<file path="config.mk">
export PLATFORM = sky130hd
export DESIGN_NAME = spmm_scheduler
export DESIGN_NICKNAME = d
export VERILOG_FILES = /design/src/rtl/gat_pkg.sv /design/src/rtl/spmm_watchdog.sv /design/src/rtl/spmm_scheduler.sv
export SDC_FILE = /design/constraint.sdc
export NUM_CORES = 1
export LEC_CHECK = 0
export CAP_MARGIN = 25
export CORE_MARGIN = 3
export CORE_UTILIZATION = 45
export DETAILED_ROUTE_END_ITERATION = 10
export HOLD_SLACK_MARGIN = 0.15
export PLACE_DENSITY = 0.68
export SETUP_SLACK_MARGIN = 0.4
export SYNTH_ARGS = -nofsm -noshare
export SYNTH_HDL_FRONTEND = slang
export SYNTH_SLANG_ARGS = --single-unit
</file>
<file path="constraint.sdc">
create_clock -name clk -period 3.6 [get_ports clk]
set_input_delay 0.72 -clock clk [delete_from_list [all_inputs] [get_ports clk]]
set_output_delay 0.72 -clock clk [all_outputs]
set_load 0.02 [all_outputs]
</file>
<file path="src/rtl/gat_pkg.sv">
// gat_pkg: shared state type, defaults and helpers for the GAT layer sequencing blocks
package gat_pkg;

    typedef enum logic [2:0] {
        IDLE,
        WLOAD,
        CLR,
        RUN,
        PDONE,
        DONE,
        ERR
    } spmm_sched_state_t;

    localparam int SPMM_NUM_NODES_DEF  = 13264;
    localparam int SPMM_MAX_PASSES_DEF = 8;
    localparam int SPMM_TIMEOUT_DEF    = 4096;

    function automatic int clamp_cfg(input int val, input int lim);
        return (val > lim) ? lim : val;
    endfunction

endpackage

</file>
<file path="src/rtl/spmm_watchdog.sv">
// spmm_watchdog: counts enabled cycles since the last clear and flags when the limit is hit
module spmm_watchdog
    import gat_pkg::*;
#(
    parameter int TIMEOUT_CYC = SPMM_TIMEOUT_DEF,
    parameter int TMO_W       = $clog2(TIMEOUT_CYC + 1)
) (
    input  logic clk,
    input  logic rst_n,
    input  logic en,
    input  logic clr,
    output logic expired
);

    logic [TMO_W-1:0] cnt;

    // saturating idle-cycle counter; a clear or a disabled cycle restarts it
    always_ff @(posedge clk) begin
        if (!rst_n || clr || !en) cnt <= '0;
        else if (cnt != TMO_W'(TIMEOUT_CYC)) cnt <= cnt + 1'b1;
    end

    // a clear in the same cycle suppresses expiry so a late write still counts as progress
    assign expired = en && !clr && (cnt >= TMO_W'(TIMEOUT_CYC - 1));

endmodule

</file>
<file path="src/rtl/spmm_scheduler.sv">
// spmm_scheduler: sequences weight load, engine clear and row streaming over multiple passes
module spmm_scheduler
    import gat_pkg::*;
#(
    parameter int NUM_OF_NODES_TOTAL = SPMM_NUM_NODES_DEF,
    parameter int MAX_PASSES         = SPMM_MAX_PASSES_DEF,
    parameter int TIMEOUT_CYC        = SPMM_TIMEOUT_DEF,
    parameter int ROW_CNT_W          = $clog2(NUM_OF_NODES_TOTAL + 1),
    parameter int PASS_W             = $clog2(MAX_PASSES + 1),
    parameter int TMO_W              = $clog2(TIMEOUT_CYC + 1)
) (
    input  logic                 clk,
    input  logic                 rst_n,
    input  logic                 start_i,
    input  logic                 abort_i,
    input  logic [ROW_CNT_W-1:0] num_rows_i,
    input  logic [PASS_W-1:0]    num_passes_i,
    output logic                 w_load_start_o,
    input  logic                 w_load_done_i,
    output logic                 spmm_rst_n_o,
    output logic                 spmm_valid_o,
    input  logic                 wh_wea_i,
    output logic [ROW_CNT_W-1:0] wh_row_cnt_o,
    output logic [PASS_W-1:0]    pass_idx_o,
    output logic                 busy_o,
    output logic                 done_o,
    output logic                 err_o
);

    spmm_sched_state_t    state;
    logic [ROW_CNT_W-1:0] cfg_rows;
    logic [ROW_CNT_W-1:0] row_cnt;
    logic [PASS_W-1:0]    cfg_passes;
    logic [PASS_W-1:0]    pass_idx;
    logic                 clr_q;
    logic                 clr_hold;
    logic                 err_q;
    logic                 done_q;
    logic                 wls_q;
    logic                 run;
    logic                 tmo;

    assign run = (state == RUN);

    spmm_watchdog #(
        .TIMEOUT_CYC(TIMEOUT_CYC),
        .TMO_W      (TMO_W)
    ) u_wdog (
        .clk    (clk),
        .rst_n  (rst_n),
        .en     (run),
        .clr    (wh_wea_i),
        .expired(tmo)
    );

    // job sequencer: state, latched config, row/pass counters and one-cycle strobes
    always_ff @(posedge clk) begin
        if (!rst_n) begin
            state      <= IDLE;
            cfg_rows   <= '0;
            cfg_passes <= '0;
            row_cnt    <= '0;
            pass_idx   <= '0;
            clr_q      <= 1'b0;
            clr_hold   <= 1'b0;
            err_q      <= 1'b0;
            done_q     <= 1'b0;
            wls_q      <= 1'b0;
        end else begin
            wls_q  <= 1'b0;
            done_q <= 1'b0;
            clr_q  <= 1'b0;
            if (abort_i && state != IDLE) begin
                state <= IDLE;
                clr_q <= 1'b1;
            end else begin
                case (state)
                    IDLE: begin
                        if (start_i) begin
                            cfg_rows   <= ROW_CNT_W'(clamp_cfg(int'(num_rows_i), NUM_OF_NODES_TOTAL));
                            cfg_passes <= PASS_W'(clamp_cfg(int'(num_passes_i), MAX_PASSES));
                            pass_idx   <= '0;
                            row_cnt    <= '0;
                            err_q      <= 1'b0;
                            if (num_rows_i == '0 || num_passes_i == '0) begin
                                state <= DONE;
                            end else begin
                                state <= WLOAD;
                                wls_q <= 1'b1;
                            end
                        end
                    end
                    WLOAD: begin
                        if (w_load_done_i) begin
                            state    <= CLR;
                            clr_q    <= 1'b1;
                            clr_hold <= 1'b1;
                        end
                    end
                    CLR: begin
                        row_cnt <= '0;
                        if (clr_hold) begin
                            clr_hold <= 1'b0;
                            clr_q    <= 1'b1;
                        end else begin
                            state <= RUN;
                        end
                    end
                    RUN: begin
                        if (wh_wea_i) begin
                            row_cnt <= row_cnt + 1'b1;
                            if (row_cnt + 1'b1 >= cfg_rows) state <= PDONE;
                        end else if (tmo) begin
                            state <= ERR;
                            err_q <= 1'b1;
                        end
                    end
                    PDONE: begin
                        if (pass_idx + 1'b1 < cfg_passes) begin
                            pass_idx <= pass_idx + 1'b1;
                            state    <= WLOAD;
                            wls_q    <= 1'b1;
                        end else begin
                            state <= DONE;
                        end
                    end
                    DONE: begin
                        state  <= IDLE;
                        done_q <= 1'b1;
                    end
                    ERR:     state <= IDLE;
                    default: state <= IDLE;
                endcase
            end
        end
    end

    assign w_load_start_o = wls_q;
    assign spmm_rst_n_o   = rst_n & ~clr_q;
    assign spmm_valid_o   = run;
    assign wh_row_cnt_o   = row_cnt;
    assign pass_idx_o     = pass_idx;
    assign busy_o         = (state != IDLE);
    assign done_o         = done_q;
    assign err_o          = err_q;

endmodule

</file>
==> results.sh <==
export IMPL_status="finished clean"
export IMPL_cts_hold_buffers=0
export IMPL_port_buffers=47
export IMPL_synth_seq_area_share_pct=35.53
export IMPL_fin_crit_sh_pct=83.11
export IMPL_skew_ns=0.007011
export IMPL_rsz0062_at_grt="false"
export IMPL_antenna_found_initial=0
export IMPL_die_x_um=90.49
export IMPL_rrSetupSlack_ns=0.61
export IMPL_yosysUniqueCellTypes=58
export IMPL_slowest_delay_ns=0.44
export IMPL_tns_ns=0
export IMPL_die_h_um=90.49
export IMPL_r2r_start="wh_row_cnt_o[0]"
export IMPL_final_common_cell="dfxtp_1"
export IMPL_antenna_cells=0
export IMPL_startpoint="wh_row_cnt_o[0]"
export IMPL_drt_iter0_drc=154
export IMPL_grt_max_degree=33
export IMPL_postCtsSetupBuffers=0
export IMPL_viasPerCell=5.604
export IMPL_finalWorstSetupSlack_ns=0.6080
export IMPL_cts_root_buf="clkbuf_8"
export IMPL_cts_max_level=3
export IMPL_p_per_area_nw_per_um2=474.9
export IMPL_holdWs_ns=0.4622
export IMPL_hold_path_depth=2
export IMPL_post_synth_cell_area_avg_um2=8.430
export IMPL_worst_hold_path_endpoint="cfg_passes[1]"
export IMPL_tritoncts="yes"
export IMPL_p_leak_nw=1.444
export IMPL_drt_pass1_iterations=5
export IMPL_gp_congestion=0.8210
export IMPL_cp_start_kind="flip-flop"
export IMPL_synth_flop_cell="dfxtp_1"
export IMPL_fp_row_count=30
export IMPL_cts_num_sinks=57
export IMPL_hp_class="reg -> reg"
export IMPL_slowest_stage="dfxtp_1"
export IMPL_cp_max_fo=6
export IMPL_ff2ff_path_depth=12
export IMPL_finalMaxSlewViolations=0
export IMPL_cpMostUsedCell="ha_1"
export IMPL_synth_edf_count=0
export IMPL_gr_total_overflow=0
export IMPL_layout_drive_gt1_share_pct=8.625
export IMPL_syn_area_um2=3212
export IMPL_netlist_instances=381
export IMPL_layout_common_cells="57 x dfxtp_1, 47 x clkdlybuf4s50_1, 37 x nor2_1"
export IMPL_worstMarginPinSlew_ns=0.6784
export IMPL_start_util_pct=46.76
export IMPL_critPathArrivalTime_ns=3.25
export IMPL_clk_latency_ns=0.33
export IMPL_routed_wirelength_um=7744
export IMPL_num_vias=2942
export IMPL_grt_pass1_vias=2709
export IMPL_synthArstFlopShare_pct=0
export IMPL_grt_first_pass_wirelength_um=12990
export IMPL_wl_per_cell_um=14.75
export IMPL_drv_cap=0
export IMPL_r2r_end="state[0]"
export IMPL_worstPathCellList="ha_1 > and3_1 > nand3_1 > nor3_2 > xnor2_1 > ha_1 > nand4_1 > or3_1 > o211ai_1 > a211oi_2 > nor2_2 > mux2i_1"
export IMPL_path_class="reg -> reg"
export IMPL_setup_viol=0
export IMPL_max_freq_mhz=334.2
export IMPL_cp_required_ns=3.86
export IMPL_pin_count=48
export IMPL_yosysWarnings=0
export IMPL_ant_nets=0
export IMPL_endpoint_kind="flip-flop"
export IMPL_slew_headroom_pct=54.30
export IMPL_post_route_util_pct=57.23
export IMPL_cts_buffer_depth=2
export IMPL_fin_crit_ns=2.992
export IMPL_syn_nets=426
export IMPL_hold_start="cfg_passes[1]"
export IMPL_core_area_um2=6869
export IMPL_vdd_ir_drop_max_uv=217.5
export IMPL_cts_buffers=9
export IMPL_hpwl_um=5641
export IMPL_drc=0
export IMPL_hold_viol=0
export IMPL_pre_cts_slack_ns=0.4855
export IMPL_ys_ff_latch=57
export IMPL_clkTransAtPathRegs_ns=0.07
export IMPL_grt_use_total_pct=19.45
export IMPL_fp_dieArea_um2=8188
export IMPL_synthToLayoutAreaGrowth_pct=22.40
export IMPL_fin_nets=471
==> routing by layer <==
metal / track usage, % / up-vias / part of all wire, %
met3: 4.167 / 17 / 5.9
met2: 29.03 / 77 / 43
met4: 7.781 / 0 / 1.8
met1: 27.17 / 1391 / 49
met5: 0 / - / 0
li1: - / 1457 / -
==> synth_stat cells (7+ instances only) <==
cell | n | area [um^2]
dfxtp_1 | 57 | 1141
nor2_1 | 38 | 142.6
nand2_1 | 34 | 127.6
a21oi_1 | 28 | 140.1
inv_1 | 25 | 93.84
ha_1 | 21 | 262.8
nand3_1 | 21 | 105.1
xnor2_1 | 15 | 131.4
o21ai_0 | 12 | 60.06
xor2_1 | 10 | 87.58
and3_1 | 7 | 43.79
clkbuf_1 | 7 | 26.28
nand3b_1 | 7 | 52.55
==> how the worst max path moves through the flow <==
stage	to	cells past startpoint
final	state[0]	12
after detailed placement	state[0]	12
after global routing	state[0]	12
after floorplan	state[0]	13
after CTS	state[0]	12
after global placement	state[0]	12
==> area by class of cell <==
cell class,count,area [um^2]
fill,654,2938
multi-input combinational,283,1904
sequential,57,1141
timing repair buffer,49,485.5
clock buffer,10,137.6
tap,96,120.1
inverter,26,97.59
clock inverter,4,45.04
==> cell families after synthesis <==
family,synth area share (%)
AND/OR/NAND/NOR,25.05
buffers and inverters,5.415
multiplexers,1.286
XOR/XNOR,6.817
adder cells (fa/ha/maj),8.181
flip-flops,35.53
AO/OA/AOI/OAI,17.72
==> registers in the layout, summed over array words and instances, names as in the netlist <==
name	flops
wh_row_cnt_o	14
w_load_start_o	1
done_o	1
state	3
u_wdog.cnt	13
pass_idx_o	4
clr_q	1
clr_hold	1
cfg_passes	4
cfg_rows	14
err_o	1
==> metrics by stage <==
step / total power [mW] / cell area (um^2) / std cells
3_5_place_dp: 1.300 / 3741 / 511
5_1_grt: 1.984 / 3931 / 525
4_1_cts: 1.880 / 3924 / 525
3_3_place_gp: 1.290 / 3741 / 511
2_1_floorplan: 1.151 / 3212 / 381
6_report: 1.867 / 3931 / 525
==> report_power, final <==
group | internal [mW] | switching, mW | leakage (nW)
Sequential | 0.694 | 0.0729 | 0.463
Combinational | 0.201 | 0.325 | 0.884
Clock | 0.327 | 0.247 | 0.0978
Total | 1.22 | 0.645 | 1.44
==> worst max-delay path: cells and delay by family, from the launching register on <==
kind / cells / cell delay (ns)
fa+ha+maj: 2 / 0.55
flops: 1 / 0.44
mux: 1 / 0.18
simple gates: 6 / 1.47
xor+xnor: 1 / 0.10
compound gates: 2 / 0.19
==> what timing repair did <==
action | in CTS | in global routing
endpoints found under the hold margin | 0 | 0
endpoints found under the setup margin | 0 | 3
gates resized for setup | 0 | 2
(Power assumes the default switching activity.)
